===== src/rtl/read_ptr_ctrl_if.sv =====
// Read-side FIFO pointer bus: requests and write-pointer feed in, status and pointers out.
interface read_ptr_ctrl_if #(
  parameter int ptr_size = 4
);
  logic                rd_en;
  logic [ptr_size:0]   g_wr_ptr_sync;
  logic [ptr_size:0]   ae_level;
  logic                clr_err;
  logic                empty;
  logic                almost_empty;
  logic [ptr_size:0]   rd_count;
  logic                rd_valid;
  logic                underflow;
  logic [ptr_size:0]   b_rd_ptr;
  logic [ptr_size-1:0] rd_addr;
  logic [ptr_size:0]   g_rd_ptr;

  modport master (
    output rd_en, g_wr_ptr_sync, ae_level, clr_err,
    input  empty, almost_empty, rd_count, rd_valid, underflow, b_rd_ptr, rd_addr, g_rd_ptr
  );
  modport slave (
    input  rd_en, g_wr_ptr_sync, ae_level, clr_err,
    output empty, almost_empty, rd_count, rd_valid, underflow, b_rd_ptr, rd_addr, g_rd_ptr
  );
endinterface


===== src/rtl/read_ptr_ctrl.sv =====
// Async FIFO read-domain pointer/status controller: Gray/binary read pointers,
// registered occupancy, almost-empty, latency-aligned read-valid and sticky underflow.
module read_ptr_ctrl #(
  parameter int ptr_size   = 4,
  parameter int rd_latency = 1
) (
  input  logic           rd_clk,
  input  logic           rst,
  read_ptr_ctrl_if.slave bus
);
  localparam int W = ptr_size + 1;

  logic [W-1:0]          b_q, b_d, g_q, g_d, cnt_q, cnt_d, b_wr;
  logic                  empty_q, empty_d, ae_q, ae_d, uf_q, uf_d;
  logic                  rd_acc;
  logic [rd_latency-1:0] vld_q;
  logic [rd_latency:0]   vld_pipe;

  always_comb begin
    rd_acc = bus.rd_en & ~empty_q;
    b_d    = b_q + {{ptr_size{1'b0}}, rd_acc};
    g_d    = (b_d >> 1) ^ b_d;
    // Gray-to-binary of the synchronised write pointer, MSB downward
    b_wr        = '0;
    b_wr[W-1]   = bus.g_wr_ptr_sync[W-1];
    for (int i = W-2; i >= 0; i--)
      b_wr[i] = b_wr[i+1] ^ bus.g_wr_ptr_sync[i];
    cnt_d    = b_wr - b_d;
    empty_d  = (g_d == bus.g_wr_ptr_sync);
    ae_d     = (cnt_d <= bus.ae_level);
    // set beats clear when both occur in one cycle
    uf_d     = (uf_q & ~bus.clr_err) | (bus.rd_en & empty_q);
    vld_pipe = {vld_q, rd_acc};
  end

  always_ff @(posedge rd_clk) begin
    if (rst) begin
      b_q     <= '0;
      g_q     <= '0;
      cnt_q   <= '0;
      empty_q <= 1'b1;
      ae_q    <= 1'b1;
      uf_q    <= 1'b0;
      vld_q   <= '0;
    end else begin
      b_q     <= b_d;
      g_q     <= g_d;
      cnt_q   <= cnt_d;
      empty_q <= empty_d;
      ae_q    <= ae_d;
      uf_q    <= uf_d;
      vld_q   <= vld_pipe[rd_latency-1:0];
    end
  end

  assign bus.empty        = empty_q;
  assign bus.almost_empty = ae_q;
  assign bus.rd_count     = cnt_q;
  assign bus.rd_valid     = vld_q[rd_latency-1];
  assign bus.underflow    = uf_q;
  assign bus.b_rd_ptr     = b_q;
  assign bus.rd_addr      = b_q[ptr_size-1:0];
  assign bus.g_rd_ptr     = g_q;
endmodule


===== src/flat_wrapper.sv =====
// flat-port wrapper written by rule: the top's interface ports become plain ports
module read_ptr_ctrl_flat 
#(
  parameter int ptr_size   = 4,
  parameter int rd_latency = 1
)
  (rd_clk, rst, bus_rd_en, bus_g_wr_ptr_sync, bus_ae_level, bus_clr_err, bus_empty, bus_almost_empty, bus_rd_count, bus_rd_valid, bus_underflow, bus_b_rd_ptr, bus_rd_addr, bus_g_rd_ptr);
  read_ptr_ctrl_if #(.ptr_size(ptr_size)) bus_i ();
  input  logic rd_clk;
  input  logic rst;
  input wire logic [$bits(bus_i.rd_en)-1:0] bus_rd_en;
  input wire logic [$bits(bus_i.g_wr_ptr_sync)-1:0] bus_g_wr_ptr_sync;
  input wire logic [$bits(bus_i.ae_level)-1:0] bus_ae_level;
  input wire logic [$bits(bus_i.clr_err)-1:0] bus_clr_err;
  output wire logic [$bits(bus_i.empty)-1:0] bus_empty;
  output wire logic [$bits(bus_i.almost_empty)-1:0] bus_almost_empty;
  output wire logic [$bits(bus_i.rd_count)-1:0] bus_rd_count;
  output wire logic [$bits(bus_i.rd_valid)-1:0] bus_rd_valid;
  output wire logic [$bits(bus_i.underflow)-1:0] bus_underflow;
  output wire logic [$bits(bus_i.b_rd_ptr)-1:0] bus_b_rd_ptr;
  output wire logic [$bits(bus_i.rd_addr)-1:0] bus_rd_addr;
  output wire logic [$bits(bus_i.g_rd_ptr)-1:0] bus_g_rd_ptr;
  assign bus_i.rd_en = bus_rd_en;
  assign bus_i.g_wr_ptr_sync = bus_g_wr_ptr_sync;
  assign bus_i.ae_level = bus_ae_level;
  assign bus_i.clr_err = bus_clr_err;
  assign bus_empty = bus_i.empty;
  assign bus_almost_empty = bus_i.almost_empty;
  assign bus_rd_count = bus_i.rd_count;
  assign bus_rd_valid = bus_i.rd_valid;
  assign bus_underflow = bus_i.underflow;
  assign bus_b_rd_ptr = bus_i.b_rd_ptr;
  assign bus_rd_addr = bus_i.rd_addr;
  assign bus_g_rd_ptr = bus_i.g_rd_ptr;
  read_ptr_ctrl #(.ptr_size(ptr_size), .rd_latency(rd_latency)) u_core (.rd_clk(rd_clk), .rst(rst), .bus(bus_i));
endmodule

===== config.mk =====
export PLATFORM = sky130hd
export DESIGN_NAME = read_ptr_ctrl_flat
export DESIGN_NICKNAME = d
export VERILOG_FILES = /design/src/rtl/read_ptr_ctrl_if.sv /design/src/rtl/read_ptr_ctrl.sv /design/src/flat_wrapper.sv
export SDC_FILE = /design/constraint.sdc
export NUM_CORES = 1
export LEC_CHECK = 0
export CELL_PAD_IN_SITES_DETAIL_PLACEMENT = 0
export CELL_PAD_IN_SITES_GLOBAL_PLACEMENT = 2
export CORE_MARGIN = 4
export CORE_UTILIZATION = 23
export CTS_CLUSTER_DIAMETER = 120
export DETAILED_ROUTE_END_ITERATION = 10
export GPL_TIMING_DRIVEN = 0
export PLACE_DENSITY_LB_ADDON = 0.25
export SLEW_MARGIN = 30
export SYNTH_ARGS = -nofsm -noshare
export SYNTH_HDL_FRONTEND = slang
export SYNTH_SLANG_ARGS = --single-unit

===== constraint.sdc =====
create_clock -name rd_clk -period 3.35 [get_ports rd_clk]
set_clock_uncertainty 0.05 [all_clocks]
set_input_delay 0.67 -clock rd_clk [delete_from_list [all_inputs] [get_ports rd_clk]]
set_output_delay 0.67 -clock rd_clk [all_outputs]
set_load 0.1 [all_outputs]

==> flow_summary.toml, run 1 <==
[timing]
fin_crit_ns = 3.25
final.setup.tns_ns = 0
period_share_pct = 96.9
setup_viol = 0
setup_ws_ns = 0.103
finalMaxSlewViolations = 0
hold_viol = 0
timing.fmax_ghz = 0.308
tightest_slew_ns = 0.972
slew-limit-headroom_pct = 35.0
whs_ns = 0.421

[drt]
detailedRoute.firstIterationViolations = 20
wl_per_cell_um = 11.6
avgViaCountPerCell = 4.05
dr.pass1.iters = 4
remaining_drc_errors = 0
wl_mm = 2.48
route.antenna.remaining_nets = 0
vias = 866

[run]
drv_cap = 0

[logic_synthesis]
ys_seq_area_share_pct = 34.5
yosys.area.top_type_share_pct = 34.5
yosysTopAreaCell = "dfxtp_1"
ys_seq_elements = 18
synth_nets = 136
synth_edf_count = 0
syn_area_sq_um = 1040
synth_cell_type_count = 28
yosys_warnings = 0
synth-async-reset-ratio_pct = 0
synthFlopType = "dfxtp_1"
synth_cells = 110
avgSynthCellArea_sq_um = 9.49
netlist_top_cells_area = "dfxtp_1 (35%), ha_1 (13%), xnor2_1 (10%)"

[clock_network]
clk_pin_slew_ns = 0.07
cts_max_level = 1
clock-root-buffer = "clkbuf_8"
cts_buffers = 3
cts_hold_buf = 0
cts.sinks = 18
cts_tree = "done"
clk_path_buf_depth = 2
clk_latency_ns = 0.25

[pwr]
power_mw = 0.838
p_per_area_nw_per_um2 = 481
p_sw_share_pct = 41.0
clkPwrFrac_pct = 21.6
power_frac_seq_pct = 29.1
leakagePower_nw = 0.736
p_int_mw = 0.494
p_switching_mw = 0.343
p_comb_share_pct = 49.2
vdd_drop_max_mv = 0.226

[floorplan]
die_w_um = 75.4
start_util_pct = 23.8
die-area_sq_um = 5680
core_sq_um = 4380
num_io_pins = 37
die_y_um = 75.4
num_rows = 24

[status]
status = "finished, final reports clean"

[grt]
antenna_found_initial = 0
grt_pass1_wl_mm = 3.82
grt.overflow.total = 0
grt_use_total_pct = 8.83
first_global_vias = 847
grt_start_max_net_pins = 11

[cells_and_area]
num_antenna_cells = 0
areaGrowthSynthToFinish_pct = 66.9
finalNetCount = 189
drive_gt1_share_pct = 27.8

[critical_path]
cp_max_fo = 4
arrival_ns = 3.39
required_ns = 3.49
path_class = "in -> reg"
end_kind = "register"
worstSetupStartpointType = "primary input"

[place]
dp_slack_ns = -0.770
portBuffers = 35
place_congestion = 0.742
dp_hpwl_mm = 1.80

[hold_path]
hp-class = "reg -> reg"
==> state kept, by name, indices dropped and copies added (netlist names) <==
register,flops
u_core.bus.empty,1
u_core.bus.almost_empty,1
u_core.bus.underflow,1
u_core.bus.b_rd_ptr,4
u_core.bus.rd_valid,1
u_core.bus.g_rd_ptr,5
u_core.bus.rd_count,5
==> power groups by stage <==
stage               Sequential [mW]  Clock [mW]  Combinational [mW]
global placement              0.247           0               0.365
floorplan                     0.394           0               0.132
detailed placement            0.247           0               0.366
global route                  0.246       0.197               0.443
finish                        0.244       0.181               0.412
CTS                           0.244       0.188               0.389
==> cells in the final DEF, fill, tap and decap left out, types with 2 or more instances in the layout <==
master	count
clkdlybuf4s50_1	31
buf_4	18
dfxtp_1	16
nor2_1	10
inv_1	9
xnor2_1	9
nor2b_1	6
ha_1	6
xor2_1	5
ha_4	4
clkbuf_8	4
xor2_2	3
o21a_1	3
xnor2_2	2
a21o_1	2
a21oi_1	2
nand2b_1	2
nand2_1	2
clkbuf_1	2
clkbuf_2	2
dfxtp_2	2
==> logic make-up (layout without fill, tap and decap cells) <==
logic type / count (synthesis) / in the layout / synth area share [%]
simple gates: 29 / 29 / 15.3
xor+xnor: 21 / 21 / 18.3
flops: 18 / 18 / 34.5
buf+inv: 17 / 69 / 7.91
fa+ha+maj: 12 / 12 / 15.1
compound gates: 12 / 12 / 7.79
mux: 1 / 1 / 0.959
==> synth_stat cells (2+ instances only) <==
library cell / n
nand2_1: 3
buf_4: 5
xnor2_1: 12
nand2b_1: 2
a21o_1: 2
dfxtp_1: 18
a21oi_1: 3
inv_1: 10
ha_1: 11
xor2_1: 8
nor2_1: 10
clkbuf_1: 2
nor2b_1: 7
o21a_1: 3
==> layout make-up <==
type | instances | area (sq um)
Multi-Input combinational cell | 75 | 737
Fill cell | 454 | 2640
Sequential cell | 18 | 363
Buffer | 7 | 45.0
Clock buffer | 4 | 55.1
Tap cell | 52 | 65.1
Inverter | 10 | 37.5
Timing Repair Buffer | 48 | 439
==> worst max-delay path, cell delays in order <==
cell	delay, ns
clkdlybuf4s50_1	0.48
nor2b_4	0.21
ha_4	0.24
ha_2	0.19
fa_2	0.55
inv_1	0.05
ha_1	0.28
nor2b_1	0.14
o21a_1	0.16
o21a_1	0.16
o21a_1	0.16
o21ai_1	0.11
==> path summary, 6_finish.rpt <==
| kind | startpoint | to | slack, ns | depth (start not counted) |
|---|---|---|---|---|
| max reg2reg | u_core.bus.empty$_SDFF_PP1_ | u_core.bus.almost_empty$_SDFF_PP1_ | 0.69 | 11 |
| min | u_core.bus.underflow$_SDFF_PP0_ | u_core.bus.underflow$_SDFF_PP0_ | 0.42 | 2 |
| max | bus_rd_en | u_core.bus.almost_empty$_SDFF_PP1_ | 0.10 | 12 |
| min reg2reg | u_core.bus.underflow$_SDFF_PP0_ | u_core.bus.underflow$_SDFF_PP0_ | 0.42 | 2 |
==> routing by layer <==
metal	vias to the layer above	share of wire [%]	track usage, %
li1	451	-	-
met1	383	46	12.0
met2	28	46	13.9
met3	4	5.8	1.58
met4	0	1.7	3.50
met5	-	0	0
==> through the flow <==
step           cells  area, sq um  util, %
6_report         214         1740     39.7
3_5_place_dp     197         1460     33.3
5_1_grt          214         1740     39.7
3_3_place_gp     197         1460     33.3
4_1_cts          205         1630     37.1
2_1_floorplan    110         1050        -
==> repair_timing <==
action | CTS | global route
hold endpoints to repair | 0 | 0
endpoints found under the setup margin | 1 | 1
resized for setup | 19 | 11
pin swaps | 7 | 13
buffers inserted | 4 | 9
gates cloned | 0 | 0
Power figures use the tool's default switching activity.
==> run 2: changes to the inputs <==
- CTS_BUF_LIST: not set -> sky130_fd_sc_hd__clkbuf_4 sky130_fd_sc_hd__clkbuf_8 sky130_fd_sc_hd__clkbuf_16
==> results of run 2 <==
Final layout, timing and power as in run 1 (identical DEF).
==> run 3: changes to the inputs <==
- PLACE_DENSITY: not set -> 0.78
- PLACE_DENSITY_LB_ADDON: 0.25 -> not set
==> run 3 against run 2 <==
Final cell count down 1.9%; maximum frequency increased by 0.53%; count of clock-buffer cells in the layout unchanged; non-clock buffer count is 4 lower; critical path type unchanged; critical endpoint unchanged.
==> flow_summary.toml, run 3 (same netlist as run 1, synthesis figures left out) <==
[run]
drv_cap = 0

[clock_network]
cts_max_level = 1
cts_tree = "done"
cts_buffers = 3
clk_latency_ns = 0.26
clk_pin_slew_ns = 0.07
clock-root-buffer = "clkbuf_8"
cts_hold_buf = 0
clk_path_buf_depth = 2
cts.sinks = 18

[floorplan]
die-area_sq_um = 5680
start_util_pct = 23.8
core_sq_um = 4380
num_io_pins = 37
die_w_um = 75.4
die_y_um = 75.4
num_rows = 24

[critical_path]
worstSetupStartpointType = "primary input"
arrival_ns = 3.33
end_kind = "register"
path_class = "in -> reg"
required_ns = 3.45
r2r_start = "u_core.bus.empty$_SDFF_PP1_"
critPathLaunch = "bus_rd_en"
cp_max_fo = 4

[timing]
period_share_pct = 96.4
timing.fmax_ghz = 0.310
finalMaxSlewViolations = 0
setup_viol = 0
tightest_slew_ns = 0.974
rsz0062_at_grt = "no"
fin_crit_ns = 3.23
hold_viol = 0
slew-limit-headroom_pct = 34.8

[place]
dp.cells = 197
dp_hpwl_mm = 1.85
place_congestion = 0.699
portBuffers = 35

[pwr]
leakagePower_nw = 0.702
power_mw = 0.826
p_per_area_nw_per_um2 = 487
vdd_drop_max_mv = 0.191

[drt]
vias = 859
route.antenna.remaining_nets = 0
wl_per_cell_um = 11.9
avgViaCountPerCell = 4.09
dr.pass1.iters = 2
remaining_drc_errors = 0
detailedRoute.firstIterationViolations = 19
wl_mm = 2.49

[cells_and_area]
drive_gt1_share_pct = 24.7
instances_no_fill = 210
num_antenna_cells = 0
areaGrowthSynthToFinish_pct = 62.7
final_cell_mix = "clkdlybuf4s50_1 (32), dfxtp_1 (16), buf_4 (14), xnor2_1 (10), nor2_1 (10)"
final_common_cell = "clkdlybuf4s50_1"
fill_cells = 459
finalNetCount = 185

[grt]
grt.overflow.total = 0
grt_pass1_wl_mm = 3.80
grt_start_max_net_pins = 11
antenna_found_initial = 0
grt_use_total_pct = 9.00
first_global_vias = 858

[status]
status = "finished, final reports clean"

[hold_path]
min-delay-start = "u_core.bus.underflow$_SDFF_PP0_"
hp-class = "reg -> reg"
==> run 3: cell types whose count changed in the layout (fill, tap and decap cells not counted), sizes merged <==
cell           change
buf                -4
clkdlybuf4s50      +1
dlymetal6s2s       -1
==> run 3: stage by stage <==
step                setup slack [ns]  hold slack (ns)  area, sq um  TNS, ns  utilization [%]
finish                         0.120            0.428         1700        0             38.7
global route                0.000171            0.470         1700        0             38.7
CTS                           0.0224            0.438         1600        0             36.5
detailed placement            -0.697            0.416         1460   -0.825             33.3
global placement              -0.679            0.404         1460   -0.763             33.3
floorplan                     0.0582            0.643         1050        0                -
==> run 3: path summary, 6_finish.rpt <==
| path | slack, ns | depth (start not counted) | end |
|---|---|---|---|
| hold reg to reg | 0.43 | 2 | u_core.bus.underflow$_SDFF_PP0_ |
| hold / removal | 0.43 | 2 | u_core.bus.underflow$_SDFF_PP0_ |
| setup / recovery | 0.12 | 13 | u_core.bus.almost_empty$_SDFF_PP1_ |
| setup reg to reg | 0.70 | 12 | u_core.bus.almost_empty$_SDFF_PP1_ |
==> run 3: area by class of cell <==
cell class | count | area, sq um | area share (%)
clock buffer | 4 | 55.1 | 3.24
inverter | 10 | 37.5 | 2.21
buffer | 7 | 45.0 | 2.65
sequential | 18 | 363 | 21.4
tap | 52 | 65.1 | 3.83
timing repair buffer | 44 | 407 | 23.9
multi-input combinational | 75 | 726 | 42.7
==> run 3: metal layers <==
| layer | GRT usage (%) | wire [um] |
|---|---|---|
| met5 | 0 | 0 |
| met4 | 5.83 | 61 |
| met3 | 1.98 | 117 |
| met2 | 13.9 | 1190 |
| met1 | 11.3 | 1120 |
==> run 3: power by group <==
part | switching (mW) | internal [mW] | total, mW
logic | 0.253 | 0.144 | 0.397
registers | 0.00943 | 0.235 | 0.244
clock network | 0.0802 | 0.105 | 0.185
total | 0.343 | 0.483 | 0.826
==> run 3: critical path, stage by stage <==
cell and delay (ns):
clkdlybuf4s50_1 0.48, nor2b_4 0.20, ha_4 0.20, buf_4 0.12
nand3_1 0.11, xor2_2 0.21, ha_1 0.35, a21oi_1 0.17
xnor2_1 0.16, ha_1 0.28, and3_1 0.15, a31oi_1 0.16
o21ai_1 0.08
==> run 3: repair_timing <==
action | 4_1_cts | 5_1_grt
setup buffers | 2 | 7
pin swaps | 4 | 11
setup endpoints to repair | 1 | 1
gates resized for setup | 15 | 12
==> RTL change, RTL diff (config.mk and constraints of run 2) <==
Reset style: asynchronous (`rst`), changed in one clocked block.
--- a/src/rtl/read_ptr_ctrl.sv
+++ b/src/rtl/read_ptr_ctrl.sv
@@ -34,5 +34,5 @@
   end
 
-  always_ff @(posedge rd_clk) begin
+  always_ff @(posedge rd_clk or posedge rst) begin
     if (rst) begin
       b_q     <= '0;
Behaviour: differs if rst is asserted again (counterexample within 4 cycles, from zero or initial values and one cycle with rst high); with rst held inactive, the same outputs for 10 cycles.
==> RTL change against run 2 <==
Routed wire length rose by 3.2%. Sequential cell count unchanged. Setup slack improved by 0.013 ns. Utilization shrank 0.83 points. Area after synthesis rose by 9.4%. Maximum frequency up 0.42%. Final area is 6.2% higher.
Power is not shown: default switching activity piles up to over one toggle a cycle in this logic, so the estimate is an artifact.
==> RTL change: results (changes against run 2) <==
outcome = finished clean
FILL cells = 497 (+9.5%)
RR Endpoint = u_core.bus.almost_empty$_DFF_PP1_
period utilisation layout = 0.965 (-0.00403)
Mean Syn Cell Area = 10.7 um2 (+12%)
R2R cell count = 12 (+1)
Synth async-reset ratio = 1.00 (+1.00)
Synth Area in Compound Gates = 0.0713 (-0.00667)
Crit path largest cell delay = 0.40 ns (-0.15 ns)
top post-synthesis cells by count = dfrtp_1 (16), inv_1 (16), xnor2_1 (13), ha_1 (11), xor2_1 (10)
Cell variety after synth = 29 (+3.6%)
nets@finish = 188 (-0.53%)
Post-Place Cells = 210 (+6.6%)
Worst setup startpoint = bus_g_wr_ptr_sync[3]
Synth Net Count = 133 (-2.2%)
Total Wirelength = 2560 um (+3.2%)
R2R setup slack = 0.53 ns (-0.16 ns)
DRT iter0 DRCs = 18 (-10%)
largest net degree at the start of global routing = 19 (+8)
Synth Area in XOR/XNOR = 0.191 (+0.00734)
top_reg_cell synth = dfrtp_1
crit-path max FO = 2 (-2)
gpl congestion = 0.693 (-6.6%)
register area share after synthesis = 0.397 (+0.0516)
synth top area cells = dfrtp_1 (35%), ha_1 (12%), xnor2_1 (10%)
first-pass GRT wire length = 4150 um (+8.7%)
mux share of post-synthesis cell area = 0 (-0.00959)
[RTL change: cell types whose count changed after synthesis, sizes merged, moves of 3 or more]
cell	before	now
buf	5	8
dfrtp	0	16
dfxtp	18	0
inv	10	16
nor2	10	1
nor2b	7	2
[RTL change: how the worst min path moves through the flow]
stage                                        to  slack (ns)
2_1_floorplan  u_core.bus.b_rd_ptr[0]$_DFF_PP0_        0.56
3_3_place_gp     u_core.bus.underflow$_DFF_PP0_        0.47
3_5_place_dp     u_core.bus.underflow$_DFF_PP0_        0.48
4_1_cts          u_core.bus.underflow$_DFF_PP0_        0.50
5_1_grt          u_core.bus.underflow$_DFF_PP0_        0.55
6_report         u_core.bus.underflow$_DFF_PP0_        0.50
[RTL change: kinds of logic (layout without fill, tap and decap cells)]
logic type | count (synthesis) | after routing
xor gates and xnor gates | 24 | 24
buffers and inverters | 24 | 78
DFF | 18 | 18
and+or+nand+nor | 16 | 16
AOI/OAI and AO/OA | 13 | 13
adders and majority gates | 12 | 12
[RTL change: layout make-up]
type,count,share of cell area
Multi-Input combinational cell,65,0.356
Timing Repair Buffer,50,0.250
Sequential cell,18,0.245
Tap cell,67,0.0453
Buffer,8,0.0419
Inverter,16,0.0325
Clock buffer,4,0.0298
[RTL change: timing repair]
item                                    in CTS  in global routing
buffers inserted                             3                 11
gates cloned                                 0                  0
pin swaps                                    4                  6
endpoints found under the setup margin       1                  1
resized for setup                           12                  9
[RTL change: metal layers]
layer	global-route usage	vias up	routed length (um)
met2	0.138	24	1230
met3	0.0206	2	135
li1	-	445	-
met4	0.0367	0	18
met1	0.110	395	1180
met5	0	-	0
[RTL change: stage by stage]
step | setup TNS, ns | instance area (um2)
floorplan | 0 | 1140
global placement | -0.695 | 1590
detailed placement | -0.771 | 1590
CTS | 0 | 1710
global route | -0.00385 | 1850
finish | 0 | 1850
[RTL change: worst reg2reg max path, stage by stage, from the launching register on]
cell and delay [ns]:
dfstp_2 0.57, nor2b_4 0.07, ha_4 0.16, buf_8 0.13, xor2_4 0.17, fa_1 0.54
inv_1 0.05, ha_1 0.28, nor2b_1 0.14, o21a_1 0.16, o21a_1 0.16, o21a_1 0.17
o22ai_2 0.11
